$ cat src/rtl/mem_access_unit_if.sv
// Bundle between the MEM stage, the memory access unit and its word-wide synchronous SRAM.
// The slave modport is the unit itself. The master modport is the pipeline together with the SRAM.
interface mem_access_unit_if #(
    parameter int ADDR_WIDTH = 10
);
    logic [1:0]            MemRead;
    logic [1:0]            MemWrite;
    logic [31:0]           Address;
    logic [31:0]           WriteData;
    logic                  Stall;
    logic [31:0]           ReadData;
    logic                  ReadValid;
    logic                  AlignErr;
    logic                  SramEn;
    logic [3:0]            SramWe;
    logic [ADDR_WIDTH-1:0] SramAddr;
    logic [31:0]           SramWData;
    logic [31:0]           SramRData;

    modport slave (
        input  MemRead, MemWrite, Address, WriteData, SramRData,
        output Stall, ReadData, ReadValid, AlignErr,
        output SramEn, SramWe, SramAddr, SramWData
    );

    modport master (
        output MemRead, MemWrite, Address, WriteData, SramRData,
        input  Stall, ReadData, ReadValid, AlignErr,
        input  SramEn, SramWe, SramAddr, SramWData
    );
endinterface

$ cat src/rtl/mem_access_unit.sv
// MEM-stage data-memory responder: steers byte/half/word loads and stores onto a 32-bit
// synchronous SRAM, rejects misaligned or conflicting accesses, and stalls the pipeline meanwhile.
module mem_access_unit #(
    parameter int ADDR_WIDTH = 10
) (
    input  logic             Clk,
    input  logic             Reset_n,
    mem_access_unit_if.slave bus
);
    typedef enum logic [1:0] {IDLE, ISSUE, WAIT, RESP} state_t;

    state_t     state;
    logic       op_read;
    logic [1:0] ld_size;
    logic [1:0] ld_lane;

    logic       req;
    logic       err;
    logic [1:0] acc_size;
    logic       unused_addr;

    function automatic logic [3:0] store_we(input logic [1:0] size, input logic [1:0] lane);
        logic [3:0] we;
        case (size)
            2'b01:   we = 4'b0001 << lane;
            2'b10:   we = 4'b0011 << {lane[1], 1'b0};
            2'b11:   we = 4'b1111;
            default: we = 4'b0000;
        endcase
        return we;
    endfunction

    function automatic logic [31:0] store_data(input logic [1:0] size, input logic [31:0] wdata);
        logic [31:0] d;
        case (size)
            2'b01:   d = {4{wdata[7:0]}};
            2'b10:   d = {2{wdata[15:0]}};
            default: d = wdata;
        endcase
        return d;
    endfunction

    function automatic logic signed [31:0] load_extract(input logic [31:0] word,
                                                        input logic [1:0]  size,
                                                        input logic [1:0]  lane);
        logic signed [7:0]  b;
        logic signed [15:0] h;
        logic signed [31:0] r;
        case (lane)
            2'd0:    b = word[7:0];
            2'd1:    b = word[15:8];
            2'd2:    b = word[23:16];
            default: b = word[31:24];
        endcase
        h = lane[1] ? word[31:16] : word[15:0];
        case (size)
            2'b01:   r = {{24{b[7]}}, b};
            2'b10:   r = {{16{h[15]}}, h};
            default: r = word;
        endcase
        return r;
    endfunction

    always_comb begin
        req      = (bus.MemRead != 2'b00) || (bus.MemWrite != 2'b00);
        acc_size = bus.MemRead | bus.MemWrite;
        err      = ((bus.MemRead != 2'b00) && (bus.MemWrite != 2'b00))
                || ((acc_size == 2'b10) && bus.Address[0])
                || ((acc_size == 2'b11) && (bus.Address[1:0] != 2'b00));
    end

    // Address bits above the SRAM depth simply wrap.
    assign unused_addr = ^bus.Address[31:ADDR_WIDTH+2];

    assign bus.Stall = Reset_n && (((state == IDLE) && req) || (state == ISSUE) || (state == WAIT));

    always_ff @(posedge Clk or negedge Reset_n) begin
        if (!Reset_n) begin
            state         <= IDLE;
            op_read       <= 1'b0;
            ld_size       <= 2'b00;
            ld_lane       <= 2'b00;
            bus.SramEn    <= 1'b0;
            bus.SramWe    <= 4'b0000;
            bus.SramAddr  <= '0;
            bus.SramWData <= 32'h0;
            bus.ReadData  <= 32'h0;
            bus.ReadValid <= 1'b0;
            bus.AlignErr  <= 1'b0;
        end else begin
            bus.SramEn    <= 1'b0;
            bus.SramWe    <= 4'b0000;
            bus.ReadValid <= 1'b0;
            bus.AlignErr  <= 1'b0;
            case (state)
                IDLE: begin
                    if (req) begin
                        if (err) begin
                            bus.AlignErr <= 1'b1;
                            state        <= RESP;
                        end else begin
                            bus.SramEn   <= 1'b1;
                            bus.SramAddr <= bus.Address[ADDR_WIDTH+1:2];
                            op_read      <= (bus.MemRead != 2'b00);
                            ld_size      <= bus.MemRead;
                            ld_lane      <= bus.Address[1:0];
                            if (bus.MemWrite != 2'b00) begin
                                bus.SramWe    <= store_we(bus.MemWrite, bus.Address[1:0]);
                                bus.SramWData <= store_data(bus.MemWrite, bus.WriteData);
                            end
                            state <= ISSUE;
                        end
                    end
                end
                ISSUE: state <= op_read ? WAIT : RESP;
                WAIT: begin
                    bus.ReadData  <= load_extract(bus.SramRData, ld_size, ld_lane);
                    bus.ReadValid <= 1'b1;
                    state         <= RESP;
                end
                default: state <= IDLE;
            endcase
        end
    end
endmodule

$ cat src/flat_wrapper.sv
// flat-port wrapper written by rule: the top's interface ports become plain ports
module mem_access_unit_flat 
#(
    parameter int ADDR_WIDTH = 10
)
  (Clk, Reset_n, bus_MemRead, bus_MemWrite, bus_Address, bus_WriteData, bus_SramRData, bus_Stall, bus_ReadData, bus_ReadValid, bus_AlignErr, bus_SramEn, bus_SramWe, bus_SramAddr, bus_SramWData);
  mem_access_unit_if #(.ADDR_WIDTH(ADDR_WIDTH)) bus_i ();
  input  logic Clk;
  input  logic Reset_n;
  input wire logic [$bits(bus_i.MemRead)-1:0] bus_MemRead;
  input wire logic [$bits(bus_i.MemWrite)-1:0] bus_MemWrite;
  input wire logic [$bits(bus_i.Address)-1:0] bus_Address;
  input wire logic [$bits(bus_i.WriteData)-1:0] bus_WriteData;
  input wire logic [$bits(bus_i.SramRData)-1:0] bus_SramRData;
  output wire logic [$bits(bus_i.Stall)-1:0] bus_Stall;
  output wire logic [$bits(bus_i.ReadData)-1:0] bus_ReadData;
  output wire logic [$bits(bus_i.ReadValid)-1:0] bus_ReadValid;
  output wire logic [$bits(bus_i.AlignErr)-1:0] bus_AlignErr;
  output wire logic [$bits(bus_i.SramEn)-1:0] bus_SramEn;
  output wire logic [$bits(bus_i.SramWe)-1:0] bus_SramWe;
  output wire logic [$bits(bus_i.SramAddr)-1:0] bus_SramAddr;
  output wire logic [$bits(bus_i.SramWData)-1:0] bus_SramWData;
  assign bus_i.MemRead = bus_MemRead;
  assign bus_i.MemWrite = bus_MemWrite;
  assign bus_i.Address = bus_Address;
  assign bus_i.WriteData = bus_WriteData;
  assign bus_i.SramRData = bus_SramRData;
  assign bus_Stall = bus_i.Stall;
  assign bus_ReadData = bus_i.ReadData;
  assign bus_ReadValid = bus_i.ReadValid;
  assign bus_AlignErr = bus_i.AlignErr;
  assign bus_SramEn = bus_i.SramEn;
  assign bus_SramWe = bus_i.SramWe;
  assign bus_SramAddr = bus_i.SramAddr;
  assign bus_SramWData = bus_i.SramWData;
  mem_access_unit #(.ADDR_WIDTH(ADDR_WIDTH)) u_core (.Clk(Clk), .Reset_n(Reset_n), .bus(bus_i));
endmodule
$ cat config.mk
export PLATFORM = sky130hd
export DESIGN_NAME = mem_access_unit_flat
export DESIGN_NICKNAME = d
export VERILOG_FILES = /design/src/rtl/mem_access_unit_if.sv /design/src/rtl/mem_access_unit.sv /design/src/flat_wrapper.sv
export SDC_FILE = /design/constraint.sdc
export NUM_CORES = 1
export LEC_CHECK = 0
export CORE_MARGIN = 10
export CORE_UTILIZATION = 48
export CTS_CLUSTER_DIAMETER = 80
export DETAILED_ROUTE_END_ITERATION = 8
export PLACE_DENSITY = 0.87
export SYNTH_ARGS = -nofsm -noshare
export SYNTH_HDL_FRONTEND = slang
export SYNTH_SLANG_ARGS = --single-unit
$ cat constraint.sdc
create_clock -name Clk -period 6.6 [get_ports Clk]
set_clock_uncertainty 0.2 [all_clocks]
set_input_delay 0.99 -clock Clk [delete_from_list [all_inputs] [get_ports Clk]]
set_output_delay 0.99 -clock Clk [all_outputs]
set_load 0.01 [all_outputs]
# [Yosys cells after proc, flatten, opt, wreduce, memory -nomap -nowiden]
# Cells that the tools add are included.
[word_totals] register_bits=88 in_bits=102 out_inout_bits=82 wordCells=64
[classes] eq_ne=12 shifts=2 mux=20 bitwise_logic=2 reduce_logical=17
[op_table] op="case mux 32 bit (2 select lines)" n=2
[op_table] op="case mux 8 bit (3 select lines)" n=1
[op_table] op="two-way mux 16 bit" n=1
[op_table] op="two-way mux 4 bit" n=4
[op_table] op="== test 2 bit, second input constant" n=7
[op_table] op="case mux 4 bit (3 select lines)" n=1
[op_table] op="== test 2 x 1 -> 1 bit, second input constant" n=4
[op_table] op="two-way mux 1 bit" n=8
[op_table] op="case mux 2 bit (3 select lines)" n=1
[op_table] op="nonzero test 2 bit" n=3
[op_table] op="logical AND 1 bit" n=5
[op_table] op="logical OR 1 bit" n=5
[op_table] op="logical NOT 2 bit" n=2
[op_table] op="two-way mux 2 bit" n=2
[op_table] op="AND reduction 4 bit" n=1
[op_table] op="left shift 1 x 2 -> 4 bit, first input constant" n=1
[op_table] op="left shift 2 x 2 -> 4 bit, first input constant" n=1
[op_table] op="AND reduction 3 bit" n=1
[op_table] op="inequality test 2 x 1 -> 1 bit, second input constant" n=1
[op_table] op="OR 2 bit" n=1
[op_table] op="NOT 1 bit" n=1

# [Longest topological paths before layout]
[depth] depth_word=8 mapped_depth=7 depth_no_buf=5

# [Worst setup path after synthesis]
# Ideal clock, no wire load.
[synth_path] kind="input to output" from="input bus_MemWrite[0]" to="output bus_Stall" t_arrival_ps=1765 required_time_ps=5410 path_slack_ps=3645 stages=5 n_path_buf=1 cell_sequence="inv_1 > ha_1 > buf_2 > a21boi_0 > o31a_1"
[synth_via] elab_chain_len=6
[synth_lines] item="from (decl)" line="flat_wrapper.sv:11" rtl="input wire logic [$bits(bus_i.MemWrite)-1:0] bus_MemWrite;"
[synth_lines] item="nonzero test 2 bit" line="mem_access_unit.sv:65" rtl="req = (bus.MemRead != 2'b00) || (bus.MemWrite != 2'b00);"
[synth_lines] item="logical OR 1 bit" line="mem_access_unit.sv:65"
[synth_lines] item="logical AND 1 bit" line="mem_access_unit.sv:75" rtl="assign bus.Stall = Reset_n && (((state == IDLE) && req) || (state == ISSUE) || (state == WAIT));"
[synth_lines] item="logical OR 1 bit (2 in a row)" line="mem_access_unit.sv:75"
[synth_lines] item="logical AND 1 bit" line="mem_access_unit.sv:75"
[synth_lines] item="to (decl)" line="flat_wrapper.sv:15" rtl="output wire logic [$bits(bus_i.Stall)-1:0] bus_Stall;"
# Every way passes these cells.

# [Worst setup path after layout]
[layout_path] from="input bus_MemWrite[1]" to="output bus_Stall"
# The elaborated chain is that of the path after synthesis.

==> impl_metrics.csv <==
group,metric,value,unit
synth,synth_compound_area_share,17.6,%
floorplanning,coreArea,9640,µm²
sta,min_period,4.18,ns
route,ant_nets,0,
hold_path,hold_class,"reg2reg",
finish,final_nets,690,
route,remaining_drc_errors,0,
finish,stdcell_count,716,
place,place_hpwl,10.7,mm
finish,drive_gt1_share,13.9,%
finish,fin_util,67.6,%
worst_setup_path,crit_path_start_kind,"input port",
route,vias,4045,
synth,yosysWarnings,0,
clock_network,cts_buffer_depth,2,
worst_setup_path,arrival,2.99,ns
pwr,pwr_density_cell,398,nW/µm²
clock_network,clk_latency,0.37,ns
run,drv_cap,0,
sta,finalCritPeriodShare,63.4,%
worst_setup_path,cp-end-kind,"output pin",
run_status,status,"finished, final reports clean",
route,routed_wl,14.3,mm
global_routing,gr-total-overflow,0,
global_routing,grt_pass1_vias,4307,
synth,yosysUniqueCellTypes,50,
synth,synthDominantCellAreaShare,46.9,%
synth,synth_top_family_by_area,"compound AO/OA/AOI/OAI gates",
place,gp_congestion,0.867,
worst_setup_path,crit_type,"in2out",
place,placedCellCount,700,
route,viasPerCell,5.65,
clock_network,cts_hold_buf,0,
sta,tightest_slew,1.27,ns
synth,synth_area_leader_cell,"dfrtp_1",
sta,setup_violations,0,
finish,area_growth,38.8,%
pwr,p_leak,2.64,nW
place,postPlaceCellArea,6330,µm²
sta,finalMaxSlewViolations,0,
synth,ys_seq_area_share,46.9,%
finish,postLayoutCellArea,6510,µm²
clock_network,htree_levels,3,
sta,setup_tns,0,ns
synth,ys_top_cells_by_area,"dfrtp_1 (47%), mux2_2 (6.5%), mux2_4 (6.4%)",
synth,ys_seq_elements,88,
clock_network,cts_resized,0,
floorplanning,die_width,119,µm
synth,synth-xor-area-share,0.373,%
clock_network,cts_tree,"done",
floorplanning,start_util,48.7,%
clock_network,post-cts-setup-buffers,0,
clock_network,cts_root_buf,"clkbuf_8",
finish,antenna_cells,0,
floorplanning,die-area,14100,µm²
clock_network,cts_buffers,9,
synth,synth_fp_nets,550,
synth,synth.cell_area,4690,µm²
pwr,ir_worst_vdd,0.000232,V
sta,max_freq,0.239,GHz
global_routing,grt_pass1_wl,22.7,mm
synth,avgSynthCellArea,10.7,µm²
floorplanning,pin_count,184,
route,first_iter_violations,239,
synth,synth_mux_area_share,14.3,%
worst_setup_path,critical_path_required,5.41,ns
place,port_buffers,163,
place,place_ws,2.33,ns
sta,rsz0062_at_grt,"false",
worst_setup_path,worst-path-max-fanout,12,
sta,worst_slack,2.42,ns
clock_network,cts.sinks,88,
pwr,p_total,2.59,mW
synth,synth_fa_ha_area_share,2.67,%
synth,yosys.area_share.simple,12.7,%
floorplanning,die_y,119,µm
synth,syn_inst,438,
finish,seqCellArea,2200,µm²
route,wl_per_cell,20.0,µm
global_routing,grt_usage,19.7,%
global_routing,grt_max_degree,75,
synth,async_flop_share,100,%
synth,synth_edf_count,0,
finish,multiInputGateArea,2230,µm²
sta,hold_ws,0.291,ns
floorplanning,rows,36,
route,drtPass1Iterations,4,
finish,fillCellCount,755,
sta,finalHoldViolations,0,
global_routing,antenna_found_initial,0,
synth,ys.flop_type,"dfrtp_1",
clock_network,path_clk_slew,0.09,ns
sta,slew_headroom,15.2,%
[report_power, final]
part | internal, mW | total, mW | switching [mW]
combinational | 0.732 | 1.29 | 0.559
sequential | 0.784 | 0.948 | 0.163
clock | 0.156 | 0.355 | 0.199
[layer usage]
| metal | track usage, % | wire length, µm |
|---|---|---|
| met4 | 6.56 | 203 |
| met1 | 22.8 | 5860 |
| met2 | 32.2 | 6690 |
| met3 | 8.64 | 1590 |
| met5 | 0 | 0 |
[Yosys cell counts, types with 4 or more instances]
library cell / number
buf_2: 4
mux2_1: 5
o21ai_0: 39
a21oi_1: 34
a22oi_1: 8
and2_1: 4
o22ai_1: 9
nand2_1: 26
a22o_1: 9
mux2_4: 20
inv_1: 18
nor2_1: 13
dfrtp_1: 88
or3b_2: 8
nand3b_1: 32
clkbuf_1: 25
mux2_2: 27
o221ai_1: 8
a31oi_1: 7
buf_1: 4
ha_1: 10
[worst max-delay path: stages]
cell and delay, ns:
clkdlybuf4s50_1 0.52, inv_1 0.12, ha_1 0.42, a21boi_0 0.19, o31a_1 0.27, clkdlybuf4s50_1 0.48
[flip-flops by register name (all words and copies together) (netlist names)]
register,flops
u_core.bus.SramWe,4
u_core.bus.ReadValid,1
u_core.state,2
u_core.op_read,1
u_core.bus.ReadData,32
u_core.bus.SramEn,1
u_core.ld_size,2
u_core.bus.SramWData,32
u_core.bus.AlignErr,1
u_core.bus.SramAddr,10
u_core.ld_lane,2
[cells in the final DEF, fill, tap and decap left out, types with 3 or more instances in the layout]
master	count
a22o_1	9
mux2_2	27
clkinv_2	3
o221ai_1	8
a22oi_1	8
inv_1	18
a21oi_1	34
buf_4	5
nor2_1	13
nor2b_1	3
mux2_4	20
clkbuf_8	11
ha_1	9
mux2_1	5
o21ai_0	39
dfrtp_1	88
a31oi_1	7
and2_1	4
or3b_2	8
nand3b_1	32
clkdlybuf4s50_1	162
o22ai_1	9
nand2_1	26
[final cells by class]
class	count	share of cell area (%)
inverter	18	1.04
multi-input combinational	294	34.3
timing repair buffer	167	25.5
clock inverter	5	0.480
tap	133	2.56
clock buffer	11	2.32
sequential	88	33.8
[final timing paths]
kind	cells after the start	end	slack (ns)	startpoint
setup / recovery	6	bus_Stall	2.42	bus_MemWrite[1]
hold / removal	1	u_core.bus.SramWData[27]	0.29	u_core.bus.SramWData[27]
setup reg to reg	6	u_core.bus.SramWData[0]	3.48	u_core.state[0]
hold reg to reg	1	u_core.bus.SramWData[27]	0.29	u_core.bus.SramWData[27]
max in group asynchronous	2	u_core.bus.AlignErr	4.77	Reset_n
min in group asynchronous	1	u_core.bus.ReadData[12]	0.36	Reset_n
[logic make-up after synthesis]
logic type,count (synthesis)
AOI/OAI and AO/OA,131
xor gates and xnor gates,2
muxes,53
adders and majority gates,10
buffers and inverters,56
and+or+nand+nor,98
DFF,88
Power figures use the tool's default switching activity.
